--- config.mk ---
export PLATFORM = sky130hd
export DESIGN_NAME = shift_arbiter
export DESIGN_NICKNAME = d
export VERILOG_FILES = /design/src/rtl/shift_arbiter.sv
export SDC_FILE = /design/constraint.sdc
export NUM_CORES = 1
export LEC_CHECK = 0
export BUFFER_PORTS_ARGS = -buffer_cell sky130_fd_sc_hd__buf_2
export CORE_MARGIN = 4
export CORE_UTILIZATION = 55
export DETAILED_ROUTE_END_ITERATION = 8
export PLACE_DENSITY = 0.89
export SYNTH_ARGS = -nofsm -noshare
export SYNTH_HDL_FRONTEND = slang
export SYNTH_SLANG_ARGS = --single-unit
--- constraint.sdc ---
create_clock -name clk -period 2.8 [get_ports clk]
set_input_delay 0.14 -clock clk [delete_from_list [all_inputs] [get_ports clk]]
set_output_delay 0.14 -clock clk [all_outputs]
set_load 0.005 [all_outputs]
--- src/rtl/shift_arbiter.sv ---
// shift_arbiter: two valid/ready requesters share one 32-bit right shifter
// (logical or arithmetic). Grants are round-robin. The accepted operation is
// computed in one CALC cycle and held in a registered result stage until the
// consumer takes it. Per-port completion counters feed debug/display logic.
module shift_arbiter #(
  parameter int CNT_W = 16
) (
  input  logic             clk,
  input  logic             rstn,
  input  logic             req0_valid,
  output logic             req0_ready,
  input  logic [31:0]      req0_src0,
  input  logic [4:0]       req0_src1,
  input  logic             req0_arith,
  input  logic             req1_valid,
  output logic             req1_ready,
  input  logic [31:0]      req1_src0,
  input  logic [4:0]       req1_src1,
  input  logic             req1_arith,
  output logic             res_valid,
  input  logic             res_ready,
  output logic [31:0]      res_data,
  output logic             res_id,
  output logic             busy,
  output logic [CNT_W-1:0] cnt0,
  output logic [CNT_W-1:0] cnt1
);

  typedef enum logic [1:0] {IDLE, CALC, DONE} state_t;

  state_t      state;
  state_t      state_next;
  logic        last_grant;
  logic [31:0] op_src0;
  logic [4:0]  op_src1;
  logic        op_arith;
  logic        op_id;

  logic        grant_id;
  logic        accept;
  logic        res_fire;
  logic [31:0] shift_logical;
  logic [31:0] shift_fill;
  logic [31:0] shift_result;

  // Round-robin grant: a lone requester always wins; on contention the port
  // that did not win last time is chosen.
  // NOTE: every signal driven in always_comb gets a default first; a path that
  // leaves it unassigned would infer a latch.
  always_comb begin
    grant_id = 1'b0;
    if (req0_valid && req1_valid) begin
      grant_id = ~last_grant;
    end else if (req1_valid) begin
      grant_id = 1'b1;
    end
  end

  // Ready is only offered in IDLE and only to the granted, requesting port.
  assign req0_ready = (state == IDLE) && req0_valid && !grant_id;
  assign req1_ready = (state == IDLE) && req1_valid &&  grant_id;
  assign accept     = req0_ready || req1_ready;
  assign res_fire   = res_valid && res_ready;
  assign busy       = (state != IDLE);

  // Shared shifter: logical shift, then OR in sign fill for negative
  // arithmetic operands. Shift by 0 produces an empty fill mask.
  always_comb begin
    shift_logical = op_src0 >> op_src1;
    shift_fill    = ~(32'hFFFF_FFFF >> op_src1);
    shift_result  = shift_logical;
    if (op_arith && op_src0[31]) begin
      shift_result = shift_logical | shift_fill;
    end
  end

  // Next-state logic: IDLE -> CALC on accept, CALC lasts one cycle,
  // DONE waits for the result handshake.
  always_comb begin
    state_next = state;
    case (state)
      IDLE:    if (accept)   state_next = CALC;
      CALC:                  state_next = DONE;
      DONE:    if (res_fire) state_next = IDLE;
      default:               state_next = IDLE;
    endcase
  end

  // State register.
  // NOTE: sequential state uses non-blocking assignments so every register
  // samples pre-edge values regardless of block ordering.
  always_ff @(posedge clk or negedge rstn) begin
    if (!rstn) begin
      state <= IDLE;
    end else begin
      state <= state_next;
    end
  end

  // Capture the granted operation and remember who won.
  // NOTE: operand registers are reset to zero so the shifter input is
  // deterministic after reset even though it is only consumed in CALC.
  always_ff @(posedge clk or negedge rstn) begin
    if (!rstn) begin
      op_src0    <= '0;
      op_src1    <= '0;
      op_arith   <= 1'b0;
      op_id      <= 1'b0;
      last_grant <= 1'b1;
    end else if (accept) begin
      op_src0    <= grant_id ? req1_src0  : req0_src0;
      op_src1    <= grant_id ? req1_src1  : req0_src1;
      op_arith   <= grant_id ? req1_arith : req0_arith;
      op_id      <= grant_id;
      last_grant <= grant_id;
    end
  end

  // Result stage: load at the end of CALC, hold through DONE, drop valid on
  // the handshake. Data and id keep their last values afterwards.
  always_ff @(posedge clk or negedge rstn) begin
    if (!rstn) begin
      res_valid <= 1'b0;
      res_data  <= '0;
      res_id    <= 1'b0;
    end else if (state == CALC) begin
      res_valid <= 1'b1;
      res_data  <= shift_result;
      res_id    <= op_id;
    end else if (res_fire) begin
      res_valid <= 1'b0;
    end
  end

  // Per-port completion counters, wrapping modulo 2^CNT_W.
  always_ff @(posedge clk or negedge rstn) begin
    if (!rstn) begin
      cnt0 <= '0;
      cnt1 <= '0;
    end else if (res_fire) begin
      if (res_id) begin
        cnt1 <= cnt1 + CNT_W'(1);
      end else begin
        cnt0 <= cnt0 + CNT_W'(1);
      end
    end
  end

endmodule

==> reports/results.env <==
STATUS='finished clean'
CORE_AREA_SQ_UM=12000
CRITICAL_PATH.ENDPOINT='res_data[15]$_DFFE_PN0P_'
SETUP-VIOLATIONS-FINAL=0
SYN-MEAN-INSTANCE-AREA_SQ_UM=9.92
YOSYS_REGISTER_BITS=108
GLOBAL_ROUTING_USAGE_SUMMED_ACROSS_ALL_ROUTING_LAYERS_PCT=26.6
FINALNETCOUNT=895
POSTSYNTH.ASYNCRESETSHARE_PCT=100
CTS_MAX_LEVEL=3
NUMCLOCKSINKS=108
SYN_TO_FINAL_GROWTH_PCT=18.7
CLOCK_PATH_BUFFERS=2
POST-ROUTE-PERIOD-UTIL_PCT=90.6
SYNTH_COMPOUND_AREA_SHARE_PCT=14.0
SYNTH_FLOP_CELL='sky130_fd_sc_hd__dfrtp_1'
SYNTH_ENABLE_FLOP_CELLS=0
DP.FINAL_HPWL_MM=13.3
SLEW-LIMIT-HEADROOM_PCT=45.2
CTS_TREE='built'
SYNTH_MUX_AREA_SHARE_PCT=24.0
GRT_FIRST_PASS_WIRELENGTH_MM=30.5
WORSTHOLDPATHTYPE='in2reg'
LEAKAGE_POWER_FIGURE_nW=3.64
SYNTHESIS.YOSYS.WARNINGS=0
WORST_SETUP_PATH_END_KIND='flip-flop'
DIE_W_UM=119
MAX-CAP-VIOLATIONS=0
MIN_DELAY_PATH_DEPTH=2
RSZ_0062_RAISED_AFTER_GLOBAL_ROUTING='no'
REG2REG_SLACK_NS=0.26
POST_CTS_RESIZED=0
PORT-BUFFER-COUNT=149
R2R_END='res_data[15]$_DFFE_PN0P_'
DRTITER0DRC=810
CTS_BUFFERS=9
MAX_CLOCK_FREQ_MHz=394
FINAL_MAX_SLEW_VIOL_COUNT=0
SYNTHESIS.AREA_SQ_UM=6720
POWER_PER_CELL_AREA_nW_PER_UM2=1250
YOSYS.AREA_SHARE.SIMPLE_PCT=13.6
VIAS=6151
PLACEMENT.SETUP.WORST_SLACK_NS=0.269
GRT_PASS1_VIAS=5928
WORSTSETUPSTARTPOINT='op_src1[0]$_DFFE_PN0P_'
WORST_R2R_STARTPOINT='op_src1[0]$_DFFE_PN0P_'
GR-TOTAL-OVERFLOW=0
MAPPEDNETLISTNETS=760
SYNTH_TOP_FAMILY_BY_AREA='multiplexers'
DETAIL_ROUTE.WL_PER_CELL_UM=19.2
LAYOUT_MIN_CYCLE_TIME_NS=2.54
WORSTPATHREQUIRED_NS=3.01
ROWS=40
CRIT_TYPE='reg2reg'
SEQ_AREA_FRAC_SYNTH_PCT=40.2
POST_LAYOUT_WORST_SETUP_MARGIN_NS=0.264
DIE_AREA_SQ_UM=14000
CLK_PIN_SLEW_WORST_PATHS_NS=0.08
CRITPATHMAXFANOUT=24
ADDER_AND_MAJORITY_GATE_PORTION_OF_THE_SYNTHESIZED_AREA_PCT=0.373
ROUTABILITYCONGESTION=1.02
NETLIST_INSTANCES=677
DRT_WL_TOTAL_MM=18.5
N_FILL_CELL=884
HOLD_BUFFERS=1
FLOORPLAN.DIE.HEIGHT_UM=119
NETLIST-CELL-TYPE-COUNT=59
ANTENNA_FOUND_INITIAL=0
CRITPATHARRIVALTIME_NS=2.74
P_TOTAL_W=0.00995
WORSTMARGINPINSLEW_NS=0.819
SETUP-TNS-FINAL_NS=0
START_UTIL_PCT=56.2
ANTENNA_CELLS=0
POST_SYNTH_XOR_AREA_FRACTION_PCT=3.91
HOLD_VIOL_FINAL=0
GRT_MAX_DEGREE=78
VDD_IR_DROP_MAX_mV=0.560
FLOORPLAN.IO_PINS=150
TIMING.CLOCK.SKEW_NS=0.00593
R2R_CELLS=5
CLK_LATENCY_NS=0.35
DETAIL_ROUTE.FIRST_PASS.ITERATIONS=6
DRIVE_ABOVE_1_SHARE_PCT=30.1
ANTENNA_VIOLATING_NETS_POST_ROUTE=0
POST_CTS_BUFFERS=0
CTSROOTBUFFERMASTER='sky130_fd_sc_hd__clkbuf_16'
WORSTSETUPSTARTPOINTTYPE='flip-flop'
POST_DRT_VIA_CELL_RATIO=6.38
ROUTE.DETAILED.DRC=0
kinds of logic (layout without fill, tap and decap cells):
| family | count (synthesis) | in the layout |
|---|---|---|
| compound gates | 154 | 154 |
| xor+xnor | 30 | 30 |
| fa+ha+maj | 2 | 2 |
| buf+inv | 59 | 199 |
| flops | 108 | 108 |
| mux | 117 | 117 |
| simple gates | 207 | 207 |
power breakdown:
group	internal, W	switching (W)
combinational	0.00258	0.00307
clock	0.000644	0.000610
sequential	0.00217	0.000870
total	0.00540	0.00455
per-stage QoR:
step | std cells | util, % | hold WS [ns] | instance area (sq um)
detailed placement | 947 | 64.1 | 0.141 | 7670
floorplan | 677 | - | -0.156 | 6720
global route | 964 | 66.7 | 0.0276 | 7970
CTS | 964 | 66.7 | 0.0135 | 7970
finish | 964 | 66.7 | 0.0143 | 7970
global placement | 947 | 64.1 | 0.139 | 7670
flip-flops by register name, summed over array words and instances (netlist names):
register    cells
op_src0        32
res_data       32
cnt0           16
cnt1           16
op_src1         5
state           2
last_grant      1
op_arith        1
op_id           1
res_id          1
res_valid       1
cells in the mapped netlist, types with 6 or more instances:
library cell                 n  area (sq um)
sky130_fd_sc_hd__a21oi_1    74           370
sky130_fd_sc_hd__xor2_1      8          70.1
sky130_fd_sc_hd__dfrtp_1   107          2680
sky130_fd_sc_hd__mux2i_1    71           711
sky130_fd_sc_hd__buf_1       8          30.0
sky130_fd_sc_hd__nand3_1    16          80.1
sky130_fd_sc_hd__a31oi_1     9          56.3
sky130_fd_sc_hd__buf_2       6          30.0
sky130_fd_sc_hd__nand4_1    10          62.6
sky130_fd_sc_hd__nor3_1     10          50.1
sky130_fd_sc_hd__nand2_1    57           214
sky130_fd_sc_hd__clkbuf_1   33           124
sky130_fd_sc_hd__mux4_2     34           766
sky130_fd_sc_hd__nor2_1     90           338
sky130_fd_sc_hd__mux2_2     12           135
sky130_fd_sc_hd__o221ai_1    7          61.3
sky130_fd_sc_hd__o21ai_0    21           105
sky130_fd_sc_hd__xnor2_1    22           193
cell usage in the layout, fill, tap and decap left out, drive strengths merged, types with 3 or more instances in the layout:
| cell | instances |
|---|---|
| a211o | 3 |
| a211oi | 4 |
| a21oi | 74 |
| a221oi | 5 |
| a31oi | 9 |
| and3 | 4 |
| and4 | 3 |
| buf | 175 |
| clkbuf | 10 |
| clkinv | 5 |
| dfrtp | 107 |
| inv | 7 |
| mux2 | 12 |
| mux2i | 71 |
| mux4 | 34 |
| nand2 | 57 |
| nand3 | 16 |
| nand4 | 10 |
| nor2 | 90 |
| nor2b | 5 |
| nor3 | 10 |
| o21a | 3 |
| o21ai | 24 |
| o221ai | 7 |
| o22a | 3 |
| o22ai | 4 |
| xnor2 | 22 |
| xor2 | 8 |
layout make-up:
cell class,count,area [sq um],share of cell area (%)
repair buffers,176,991,12.4
flip-flops and latches,108,2710,33.9
well taps,147,184,2.31
clock inverters,6,55.1,0.691
clock buffers,10,239,3.00
multi-input cells,510,3770,47.3
inverters,7,26.3,0.330
routing by layer:
metal,GRT usage (%),part of all wire (%)
met1,35.2,39
met2,42.0,47
met3,6.99,11
met4,10.8,3.8
met5,0,0
worst min-delay path by stage:
stage	from	end	slack, ns
2_1_floorplan	rstn	cnt0[0]$_DFFE_PN0P_	-0.16
3_3_place_gp	rstn	cnt0[4]$_DFFE_PN0P_	0.14
3_5_place_dp	rstn	cnt0[5]$_DFFE_PN0P_	0.14
4_1_cts	req0_valid	last_grant$_DFFE_PN1P_	0.01
5_1_grt	req0_valid	last_grant$_DFFE_PN1P_	0.03
6_report	req0_valid	last_grant$_DFFE_PN1P_	0.01
worst max-delay path, cell delays in order (launching register included):
cell and delay [ns]:
sky130_fd_sc_hd__dfrtp_2 0.81, sky130_fd_sc_hd__mux4_2 0.64, sky130_fd_sc_hd__mux2_2 0.32, sky130_fd_sc_hd__mux2_2 0.28
sky130_fd_sc_hd__a221oi_2 0.24, sky130_fd_sc_hd__a21oi_1 0.10
Note: power is estimated with default switching activity, not from simulation.
